**config.mk**
```make
export PLATFORM = sky130hd
export DESIGN_NAME = secded_mem_flat
export DESIGN_NICKNAME = d
export VERILOG_FILES = /design/src/rtl/secded_mem_if.sv /design/src/rtl/secded_mem.sv /design/src/flat_wrapper.sv
export SDC_FILE = /design/constraint.sdc
export NUM_CORES = 1
export LEC_CHECK = 0
export BUFFER_PORTS_ARGS = -buffer_cell sky130_fd_sc_hd__buf_2
export CAP_MARGIN = 30
export CORE_MARGIN = 2
export CORE_UTILIZATION = 63
export CTS_CLUSTER_SIZE = 24
export DETAILED_ROUTE_END_ITERATION = 12
export PLACE_DENSITY = 0.86
export SLEW_MARGIN = 15
export SYNTH_ARGS = -nofsm -noshare
export SYNTH_HDL_FRONTEND = slang
export SYNTH_SLANG_ARGS = --single-unit
```
**constraint.sdc**
```tcl
create_clock -name clk -period 9 [get_ports clk]
set_input_delay 1.8 -clock clk [delete_from_list [all_inputs] [get_ports clk]]
set_output_delay 1.8 -clock clk [all_outputs]
set_load 0.005 [all_outputs]
```
**src/rtl/secded_mem_if.sv**
```systemverilog
`default_nettype none
// ============================================================================
// Module      : secded_mem_if
// Description : Access bus between a codeword producer (master) and the
//               SECDED memory (slave). Carries the request (en/mode/addr/
//               data_in) and the registered read response (corrected
//               codeword, extracted data, error flags, error position and
//               saturating error counters).
//               Ports (master view):
//                 en       out 1       access request this cycle
//                 mode     out 1       1 = write, 0 = read
//                 addr     out ADDR_W  word address
//                 data_in  out CW      raw codeword to store
//                 data_out in  CW      corrected codeword
//                 data_o   in  DATA_W  data extracted from data_out
//                 valid    in  1       read result pulse
//                 sec_err  in  1       single error corrected
//                 ded_err  in  1       uncorrectable error
//                 err_pos  in  P       corrected bit position
//                 sec_cnt  in  CNT_W   saturating single-error count
//                 ded_cnt  in  CNT_W   saturating double-error count
// Revision    : 1.0 - initial release
// ============================================================================
interface secded_mem_if #(
  parameter int DATA_W = 8,
  parameter int ADDR_W = 4,
  parameter int CNT_W  = 8
);

  // Smallest P with 2^P >= DATA_W + P + 1.
  function automatic int calc_p(input int dw);
    int p;
    p = 1;
    for (int k = 0; k < 8; k++) begin
      if ((1 << p) < dw + p + 1) p = p + 1;
    end
    return p;
  endfunction

  localparam int P  = calc_p(DATA_W);
  localparam int CW = DATA_W + P + 1;

  logic              en;
  logic              mode;
  logic [ADDR_W-1:0] addr;
  logic [CW-1:0]     data_in;
  logic [CW-1:0]     data_out;
  logic [DATA_W-1:0] data_o;
  logic              valid;
  logic              sec_err;
  logic              ded_err;
  logic [P-1:0]      err_pos;
  logic [CNT_W-1:0]  sec_cnt;
  logic [CNT_W-1:0]  ded_cnt;

  modport master (
    output en, mode, addr, data_in,
    input  data_out, data_o, valid, sec_err, ded_err, err_pos, sec_cnt, ded_cnt
  );

  modport slave (
    input  en, mode, addr, data_in,
    output data_out, data_o, valid, sec_err, ded_err, err_pos, sec_cnt, ded_cnt
  );

endinterface
`default_nettype wire

```
**src/rtl/secded_mem.sv**
```systemverilog
`default_nettype none
// ============================================================================
// Module      : secded_mem
// Description : Parametrised SECDED Hamming memory. Stores raw codewords in a
//               register array; every read is decoded one cycle after the
//               request and returns the corrected codeword, extracted data,
//               sec/ded flags, the corrected bit position and saturating
//               error counters.
//               Codeword layout: bit 0 = overall even parity, bits 2^k =
//               Hamming parity, remaining positions = data in ascending order
//               (position 3 -> data_o[0]).
//               Ports:
//                 clk     in  1        clock, rising edge
//                 rst     in  1        synchronous active-high reset
//                 mem_if  slave        request/response bus (secded_mem_if)
//               Optional feature (macro SECDED_WRITEBACK_EN): a read that
//               corrects a single error writes the corrected codeword back
//               to the read address one edge after the result (scrubbing),
//               unless an external write occupies either of those edges.
// Revision    : 1.0 - initial release
// ============================================================================
module secded_mem #(
  parameter int DATA_W = 8,
  parameter int ADDR_W = 4,
  parameter int CNT_W  = 8
) (
  input wire logic     clk,
  input wire logic     rst,
  secded_mem_if.slave  mem_if
);

  // Smallest P with 2^P >= DATA_W + P + 1.
  function automatic int calc_p(input int dw);
    int p;
    p = 1;
    for (int k = 0; k < 8; k++) begin
      if ((1 << p) < dw + p + 1) p = p + 1;
    end
    return p;
  endfunction

  // Codeword position of the k-th data bit: k-th index >= 3 that is not a
  // power of two.
  function automatic int data_pos(input int k);
    int cnt;
    int pos;
    cnt = 0;
    pos = 0;
    for (int i = 3; i < 128; i++) begin
      if ((i & (i - 1)) != 0) begin
        if (cnt == k) pos = i;
        cnt = cnt + 1;
      end
    end
    return pos;
  endfunction

  localparam int P     = calc_p(DATA_W);
  localparam int CW    = DATA_W + P + 1;
  localparam int DEPTH = 1 << ADDR_W;

  // --------------------------------------------------------------------------
  // State
  // --------------------------------------------------------------------------
  logic [CW-1:0]     mem_q [DEPTH];

  // Read request captured at edge N, decoded from memory at edge N+1.
  logic              rd_pend_q;
  logic [ADDR_W-1:0] raddr_q;

  logic [CW-1:0]     dout_q;
  logic [DATA_W-1:0] data_q;
  logic              valid_q;
  logic              sec_q;
  logic              ded_q;
  logic [P-1:0]      pos_q;
  logic [CNT_W-1:0]  sec_cnt_q;
  logic [CNT_W-1:0]  ded_cnt_q;

`ifdef SECDED_WRITEBACK_EN
  logic              wb_pend_q;
  logic [ADDR_W-1:0] wb_addr_q;
  logic [CW-1:0]     wb_data_q;
`endif

  // --------------------------------------------------------------------------
  // Decode of the word addressed by the pending read
  // --------------------------------------------------------------------------
  logic [CW-1:0]     word_d;
  logic [P-1:0]      syn_d;
  logic              par_d;
  logic [CW-1:0]     dout_d;
  logic [DATA_W-1:0] data_d;
  logic              sec_d;
  logic              ded_d;
  logic [P-1:0]      pos_d;
  logic              wr_d;

  assign wr_d = mem_if.en && mem_if.mode;

  always_comb begin
    word_d = mem_q[raddr_q];

    // Syndrome = XOR of the indices of all set bits above position 0.
    syn_d = '0;
    for (int i = 1; i < CW; i++) begin
      if (word_d[i]) syn_d = syn_d ^ P'(i);
    end
    par_d = ^word_d;

    dout_d = word_d;
    sec_d  = 1'b0;
    ded_d  = 1'b0;
    pos_d  = '0;

    if (par_d) begin
      // Odd overall parity: a single flip, unless the syndrome points past
      // the end of the codeword (only possible when CW < 2^P).
      if (int'(syn_d) <= CW - 1) begin
        sec_d = 1'b1;
        pos_d = syn_d;
        for (int i = 0; i < CW; i++) begin
          if (P'(i) == syn_d) dout_d[i] = ~word_d[i];
        end
      end else begin
        ded_d = 1'b1;
      end
    end else if (syn_d != '0) begin
      ded_d = 1'b1;
    end
  end

  for (genvar k = 0; k < DATA_W; k++) begin : g_extract
    assign data_d[k] = dout_d[data_pos(k)];
  end

  // --------------------------------------------------------------------------
  // Sequential: memory, read pipeline, counters
  // --------------------------------------------------------------------------
  always_ff @(posedge clk) begin
    if (rst) begin
      for (int i = 0; i < DEPTH; i++) begin
        mem_q[i] <= '0;
      end
      rd_pend_q <= 1'b0;
      raddr_q   <= '0;
      dout_q    <= '0;
      data_q    <= '0;
      valid_q   <= 1'b0;
      sec_q     <= 1'b0;
      ded_q     <= 1'b0;
      pos_q     <= '0;
      sec_cnt_q <= '0;
      ded_cnt_q <= '0;
`ifdef SECDED_WRITEBACK_EN
      wb_pend_q <= 1'b0;
      wb_addr_q <= '0;
      wb_data_q <= '0;
`endif
    end else begin
      rd_pend_q <= mem_if.en && !mem_if.mode;
      raddr_q   <= mem_if.addr;

      valid_q <= rd_pend_q;
      sec_q   <= rd_pend_q && sec_d;
      ded_q   <= rd_pend_q && ded_d;

      // Data, data_o and err_pos hold between reads.
      if (rd_pend_q) begin
        dout_q <= dout_d;
        data_q <= data_d;
        pos_q  <= pos_d;
      end

      if (rd_pend_q && sec_d && (sec_cnt_q != {CNT_W{1'b1}})) begin
        sec_cnt_q <= sec_cnt_q + CNT_W'(1);
      end
      if (rd_pend_q && ded_d && (ded_cnt_q != {CNT_W{1'b1}})) begin
        ded_cnt_q <= ded_cnt_q + CNT_W'(1);
      end

      // External writes always win over a pending scrub.
      if (wr_d) begin
        mem_q[mem_if.addr] <= mem_if.data_in;
      end
`ifdef SECDED_WRITEBACK_EN
      else if (wb_pend_q) begin
        mem_q[wb_addr_q] <= wb_data_q;
      end

      // A write on the result edge also cancels the scrub.
      wb_pend_q <= rd_pend_q && sec_d && !wr_d;
      wb_addr_q <= raddr_q;
      wb_data_q <= dout_d;
`endif
    end
  end

  // --------------------------------------------------------------------------
  // Outputs
  // --------------------------------------------------------------------------
  assign mem_if.data_out = dout_q;
  assign mem_if.data_o   = data_q;
  assign mem_if.valid    = valid_q;
  assign mem_if.sec_err  = sec_q;
  assign mem_if.ded_err  = ded_q;
  assign mem_if.err_pos  = pos_q;
  assign mem_if.sec_cnt  = sec_cnt_q;
  assign mem_if.ded_cnt  = ded_cnt_q;

endmodule
`default_nettype wire

```
**src/flat_wrapper.sv**
```systemverilog
// flat-port wrapper written by rule: the top's interface ports become plain ports
module secded_mem_flat 
#(
  parameter int DATA_W = 8,
  parameter int ADDR_W = 4,
  parameter int CNT_W  = 8
)
  (clk, rst, mem_if_en, mem_if_mode, mem_if_addr, mem_if_data_in, mem_if_data_out, mem_if_data_o, mem_if_valid, mem_if_sec_err, mem_if_ded_err, mem_if_err_pos, mem_if_sec_cnt, mem_if_ded_cnt);
  secded_mem_if #(.DATA_W(DATA_W), .ADDR_W(ADDR_W), .CNT_W(CNT_W)) mem_if_i ();
  input wire logic clk;
  input wire logic rst;
  input wire logic [$bits(mem_if_i.en)-1:0] mem_if_en;
  input wire logic [$bits(mem_if_i.mode)-1:0] mem_if_mode;
  input wire logic [$bits(mem_if_i.addr)-1:0] mem_if_addr;
  input wire logic [$bits(mem_if_i.data_in)-1:0] mem_if_data_in;
  output wire logic [$bits(mem_if_i.data_out)-1:0] mem_if_data_out;
  output wire logic [$bits(mem_if_i.data_o)-1:0] mem_if_data_o;
  output wire logic [$bits(mem_if_i.valid)-1:0] mem_if_valid;
  output wire logic [$bits(mem_if_i.sec_err)-1:0] mem_if_sec_err;
  output wire logic [$bits(mem_if_i.ded_err)-1:0] mem_if_ded_err;
  output wire logic [$bits(mem_if_i.err_pos)-1:0] mem_if_err_pos;
  output wire logic [$bits(mem_if_i.sec_cnt)-1:0] mem_if_sec_cnt;
  output wire logic [$bits(mem_if_i.ded_cnt)-1:0] mem_if_ded_cnt;
  assign mem_if_i.en = mem_if_en;
  assign mem_if_i.mode = mem_if_mode;
  assign mem_if_i.addr = mem_if_addr;
  assign mem_if_i.data_in = mem_if_data_in;
  assign mem_if_data_out = mem_if_i.data_out;
  assign mem_if_data_o = mem_if_i.data_o;
  assign mem_if_valid = mem_if_i.valid;
  assign mem_if_sec_err = mem_if_i.sec_err;
  assign mem_if_ded_err = mem_if_i.ded_err;
  assign mem_if_err_pos = mem_if_i.err_pos;
  assign mem_if_sec_cnt = mem_if_i.sec_cnt;
  assign mem_if_ded_cnt = mem_if_i.ded_cnt;
  secded_mem #(.DATA_W(DATA_W), .ADDR_W(ADDR_W), .CNT_W(CNT_W)) u_core (.clk(clk), .rst(rst), .mem_if(mem_if_i));
endmodule
```
==> flow_summary.yaml, run 1 <==
pwr:
  p_int_uw: 2110
  power.leakage_uw: 0.00483
  clkPwrFrac: 0.353
  p_per_area_mw_per_mm2: 219
  switching_power_uw: 804
  peakVddDrop_uv: 168
  combPwrFrac: 0.187
  sequentialPowerShare: 0.460
  swShare: 0.275
timing:
  fin_tns_setup_ns: 0
  worst_slew_pin_slew_ns: 0.965
  holdWs_ns: 0.483
  setup_viol: 0
  period_needed_ns: 4.54
  clock.fmax_ghz: 0.220
  drv_slew: 0
  finalClockSkew_ns: 0.00751
  max_slew_margin: 0.354
  setup_slack_ns: 4.46
  finalHoldViolations: 0
  grt_setup_unrepaired: "no"
  fin_crit_sh: 0.505
clocking:
  clock-sinks: 249
  clk_latency_ns: 0.54
  cts_tree: "yes"
  cts_setup_buffers: 0
  cts_resized: 0
  clockBufferDepth: 3
  cts-root-buf: "clkbuf_16"
  cts_buffers: 26
  clkTransAtPathRegs_ns: 0.06
  cts_hold_buffers: 0
  htree_levels: 1
synth:
  synth_ff_type: "edfxtp_1"
  syn_area_per_cell_sq_um: 13.7
  synth_cells: 883
  ys_types: 59
  ys_warn_count: 0
  async_reset_ff_frac: 0
  syn_area_sq_mm: 0.0121
  synth-seq-cells: 249
  synth-edff-count: 208
  syn_nets: 906
  yosysSeqAreaShare: 0.583
worst_setup_path:
  crit_required_ns: 9.42
  critPathKind: "reg -> reg"
  path_common_cell: "mux2i_1"
  critPathSlowestCell: "mux2i_1"
  r2r_cells: 10
  ff2ff_setup_slack_ns: 4.46
  crit_path_end_kind: "register"
  cp_max_fo: 47
  max_stage_delay_ns: 0.61
  timing.rr.end: "u_core.mem_if.ded_cnt[5]"
  start_kind: "register"
  cp.arrival_ns: 4.96
  path_cells: "buf_4 -> mux4_2 -> mux2i_1 -> xor2_1 -> mux2i_1 -> xnor2_1 -> and3_1 -> o311a_4 -> nor4_1 -> mux2_1"
detailed_routing:
  vias: 7215
  viasPerCell: 6.14
  met1_length_mm: 10.2
  wl_met3_mm: 2.39
  top_layer: "met4"
  postRouteAntennaNets: 0
  first_iter_violations: 638
  firstDrtPassIters: 5
  wl_mm: 26.9
  drc: 0
  wl_met2_mm: 13.4
  routedWlPerCell_um: 22.9
global_route:
  grt_max_degree: 57
  antenna_found_initial: 0
  grt_pass1_vias: 7103
  grt_overflow_total: 0
  grt_pass1_wl_mm: 40.9
  grt_use_total: 0.271
floorplanning:
  die_h_um: 143
  initial_core_util: 0.646
  ioPinCount: 65
  num_rows: 50
  core_sq_mm: 0.0188
  die_width_um: 143
  die_area_sq_mm: 0.0204
worst_hold_path:
  min_path_cells: 2
  hp-start: "u_core.mem_if.data_out[8]"
  hp-class: "reg -> reg"
  whs_endpoint: "u_core.mem_if.data_out[8]"
final_layout:
  final_common_cell: "and2_1"
  final_core_util: 0.711
  syn2layout_area_growth_pct: 10.0
  layout-drive-gt1-share: 0.226
  most-common-layout-cells: "and2_1 (211), edfxtp_1 (208), buf_2 (65)"
  diodes: 0
  nets: 944
placed_design:
  dp_hpwl_mm: 17.2
  dp_slack_ns: 4.49
  place_congestion: 0.863
  numPortBuffers: 64
flow_run:
  drv_cap: 0
run_status:
  run_status: "complete, no violations"
-- layout make-up --
class,instances,area [sq um]
Sequential cell,249,7070
Fill cell,1199,5430
Multi-Input combinational cell,550,4650
Clock buffer,42,782
Timing Repair Buffer,78,443
Tap cell,234,293
Inverter,16,60.1
Clock inverter,6,45.0
-- stage by stage --
stage | power (uW) | area, sq um | std cells
2_1_floorplan | 1770 | 12100 | 883
3_3_place_gp | 1890 | 12500 | 1124
6_report | 2920 | 13300 | 1175
4_1_cts | 2920 | 13300 | 1173
3_5_place_dp | 1900 | 12500 | 1125
5_1_grt | 3010 | 13300 | 1175
-- synth_stat cells (2+ instances only) --
library cell,number,area (sq um)
and2_1,211,1320
nor2b_1,20,125
xor2_1,8,70.1
edfxtp_1,208,6250
buf_6,4,45.0
mux2_2,8,90.1
a22o_1,3,26.3
mux2i_1,16,160
o2111ai_1,3,26.3
a211oi_1,6,45.0
nand3_1,15,75.1
nand4_1,7,43.8
xnor3_1,2,45.0
mux4_2,53,1190
a221oi_1,2,17.5
inv_1,15,56.3
o211ai_1,10,75.1
xnor2_4,3,82.6
ha_1,2,25.0
nand2_1,21,78.8
nor4_1,4,25.0
nand2b_1,10,62.6
mux2_1,7,78.8
or2_2,18,113
nor3_1,13,65.1
dfxtp_1,41,821
a22oi_1,9,67.6
nor2_1,48,180
buf_2,6,30.0
nand3b_1,2,15.0
o21ai_0,3,15.0
clkbuf_1,44,165
xnor2_1,9,78.8
and3_1,5,31.3
a21oi_1,4,20.0
o32a_1,9,90.1
buf_4,12,90.1
-- flip-flops by register name (all words and copies together), names as in the netlist, named ones only --
register                cells
u_core.mem_if.sec_err       1
u_core.mem_if.data_o        8
u_core.mem_if.ded_cnt       8
u_core.mem_if.sec_cnt       8
u_core.mem_q              208
u_core.mem_if.ded_err       1
u_core.mem_if.valid         1
u_core.mem_if.err_pos       4
u_core.rd_pend_q            1
u_core.mem_if.data_out      5
-- power by group through the flow --
stage,Sequential (uW),Clock (uW),Combinational [uW]
after floorplan,1350,0,421
after global placement,1370,0,520
after detailed placement,1370,0,533
after CTS,1350,1030,536
after global routing,1350,1080,583
final,1340,1030,546
-- cells by family after synthesis --
logic type | count (synthesis) | share of synthesized area
flip-flops | 249 | 0.583
AO/OA/AOI/OAI | 56 | 0.0410
buffers and inverters | 84 | 0.0341
multiplexers | 85 | 0.127
adder cells (fa/ha/maj) | 2 | 0.00206
XOR/XNOR | 27 | 0.0317
AND/OR/NAND/NOR | 380 | 0.181
-- how the worst max path moves through the flow --
stage,from,to,slack (ns)
global placement,register,u_core.mem_if.ded_cnt[0],4.57
finish,register,u_core.mem_if.ded_cnt[5],4.46
floorplan,register,u_core.mem_if.sec_cnt[3],5.39
detailed placement,register,u_core.mem_if.ded_cnt[4],4.49
global route,register,u_core.mem_if.ded_cnt[5],4.32
CTS,register,u_core.mem_if.ded_cnt[4],4.49
-- routing by layer --
layer,GRT usage,vias up
met5,0,-
met4,0.100,0
met3,0.0610,60
met2,0.452,337
met1,0.353,3539
li1,-,3279
-- critical path, delay by kind of cell, from the launching register on --
family | cells | cell delay (ns)
AO/OA/AOI/OAI | 1 | 0.47
buffers and inverters | 1 | 0.55
XOR/XNOR | 2 | 0.42
AND/OR/NAND/NOR | 2 | 0.67
flip-flops | 1 | 0.31
multiplexers | 4 | 1.94
(Power assumes the default switching activity.)
==> run 2, diff against run 1 <==
--- a/config.mk
+++ b/config.mk
@@ -8,10 +8,10 @@
 export BUFFER_PORTS_ARGS = -buffer_cell sky130_fd_sc_hd__buf_2
 export CAP_MARGIN = 30
 export CORE_MARGIN = 2
-export CORE_UTILIZATION = 63
+export CORE_UTILIZATION = 61
 export CTS_CLUSTER_SIZE = 24
 export DETAILED_ROUTE_END_ITERATION = 12
-export PLACE_DENSITY = 0.86
+export PLACE_DENSITY = 0.84
 export SLEW_MARGIN = 15
 export SYNTH_ARGS = -nofsm -noshare
 export SYNTH_HDL_FRONTEND = slang
==> constraint.sdc (replaced) <==
create_clock -name clk -period 4.43 [get_ports clk]
set_input_delay 0.886 -clock clk [delete_from_list [all_inputs] [get_ports clk]]
set_output_delay 0.886 -clock clk [all_outputs]
set_load 0.005 [all_outputs]
==> run 2 against run 1 <==
Non-clock buffer count is 16 higher. First-iteration DRC count rose by 11%. Die area is 3.2% higher. Critical endpoint is now u_core.mem_if.ded_cnt[3]. Fmax grew 9.7%. Via count grew 2.6%. Sequential power rose by 100%. Highest routed layer unchanged. Sequential share of layout area is 0.73 points lower.
==> flow_summary.yaml, run 2 (synthesis gave the netlist of run 1 again) <==
pwr:
  power.leakage_uw: 0.00493
  clkPwrFrac: 0.353
  p_int_uw: 4340
  swShare: 0.275
  p_per_area_mw_per_mm2: 443
  combPwrFrac: 0.191
  switching_power_uw: 1650
  peakVddDrop_uv: 343
  sequentialPowerShare: 0.456
final_layout:
  nets: 960
  largest_reg_flops: 208
  most-common-layout-cells: "and2_1 (211), edfxtp_1 (208), buf_2 (64)"
  fill_cells: 1271
  fin_area_sq_mm: 0.0135
  syn2layout_area_growth_pct: 11.5
  final_cells: 1222
  register_area_sq_mm: 0.00707
  regMostFlops: "u_core.mem_q"
  diodes: 0
  final_core_util: 0.695
  multi_input_area_sq_mm: 0.00465
  layout-drive-gt1-share: 0.242
  final_common_cell: "and2_1"
floorplanning:
  core_sq_mm: 0.0195
  die_area_sq_mm: 0.0210
  num_rows: 51
  initial_core_util: 0.623
  ioPinCount: 65
  die_h_um: 145
  die_width_um: 145
timing:
  finalHoldViolations: 0
  period_needed_ns: 4.14
  grt_setup_unrepaired: "no"
  setup_viol: 0
  holdWs_ns: 0.480
  finalClockSkew_ns: 0.0217
  drv_slew: 0
  fin_tns_setup_ns: 0
  clock.fmax_ghz: 0.242
  max_slew_margin: 0.499
  fin_crit_sh: 0.935
  worst_slew_pin_slew_ns: 0.747
worst_setup_path:
  crit_family: "XOR/XNOR gates"
  path_cells: "buf_12 -> mux4_2 -> a22o_1 -> a221oi_4 -> xor2_2 -> xor3_1 -> and2_1 -> o311a_4 -> nor4_1 -> mux2_1"
  worstPathBufferInverterCount: 1
  critPathSlowestCell: "xor3_1"
  cp.arrival_ns: 4.54
  crit_required_ns: 4.83
  critPathKind: "reg -> reg"
  cp_max_fo: 20
  crit_path_end_kind: "register"
  max_stage_delay_ns: 0.56
  start_kind: "register"
placed_design:
  dp_hpwl_mm: 18.4
  place_congestion: 0.888
  numPortBuffers: 64
  place_inst: 1174
  placed_area_sq_mm: 0.0127
detailed_routing:
  drc: 0
  wl_mm: 27.9
  routedWlPerCell_um: 22.8
  postRouteAntennaNets: 0
  firstDrtPassIters: 5
  vias: 7401
  first_iter_violations: 705
  viasPerCell: 6.06
clocking:
  cts_buffers: 26
  htree_levels: 1
  cts-root-buf: "clkbuf_16"
  clk_latency_ns: 0.54
  clkTransAtPathRegs_ns: 0.06
  cts_hold_buffers: 0
  cts_resized: 0
  cts_setup_buffers: 0
  clockBufferDepth: 3
  cts_tree: "yes"
  clock-sinks: 249
global_route:
  grt_pass1_wl_mm: 42.9
  antenna_found_initial: 0
  grt_pass1_vias: 7490
  grt_use_total: 0.268
  grt_overflow_total: 0
  grt_max_degree: 61
flow_run:
  drv_cap: 0
worst_hold_path:
  hp-class: "reg -> reg"
run_status:
  run_status: "complete, no violations"
## run 2: cell count changes in the layout (fill, tap and decap cells not counted), sizes merged
| cell | before | now |
|---|---|---|
| clkbuf | 42 | 32 |
| clkinv | 6 | 13 |
| buf | 78 | 94 |
| bufinv | 0 | 2 |
| clkinvlp | 0 | 1 |
## run 2: layout make-up
cell class                 count  area share
multi-input combinational    550       0.344
inverter                      16     0.00444
clock inverter                16      0.0104
clock buffer                  32      0.0512
timing repair buffer          94      0.0431
sequential                   249       0.523
tap                          265      0.0245
## run 2: stage by stage
step	total power (uW)	setup WS (ns)
floorplan	3610	0.815
global placement	3880	0.501
detailed placement	3910	0.409
CTS	6000	0.283
global route	6200	0.115
finish	5990	0.290
## run 2: power by group through the flow
stage	registers (uW)	clock network [uW]	logic [uW]
floorplan	2750	0	855
global placement	2770	0	1110
detailed placement	2780	0	1130
CTS	2730	2130	1140
global route	2740	2230	1220
finish	2730	2120	1140
## run 2: metal layers
metal | vias to the layer above | track usage | part of all wire
li1 | 3311 | - | -
met1 | 3678 | 0.360 | 0.39
met2 | 355 | 0.460 | 0.50
met3 | 57 | 0.0443 | 0.078
met4 | 0 | 0.0698 | 0.022
met5 | - | 0 | 0
## run 2: worst paths after layout
path | from | end | slack, ns | depth (start not counted)
setup reg to reg | register | u_core.mem_if.ded_cnt[3] | 0.29 | 10
hold reg to reg | u_core.mem_if.err_pos[2] | u_core.mem_if.err_pos[2] | 0.48 | 1
setup / recovery | register | u_core.mem_if.ded_cnt[3] | 0.29 | 10
hold / removal | u_core.mem_if.err_pos[2] | u_core.mem_if.err_pos[2] | 0.48 | 1
## run 2: worst register-to-register path, stage by stage (launching register included)
cell and delay [ns]:
dfxtp_4 0.43, buf_12 0.23, mux4_2 0.52, a22o_1 0.27, a221oi_4 0.27, xor2_2 0.39, xor3_1 0.56, and2_1 0.24
o311a_4 0.36, nor4_1 0.36, mux2_1 0.37
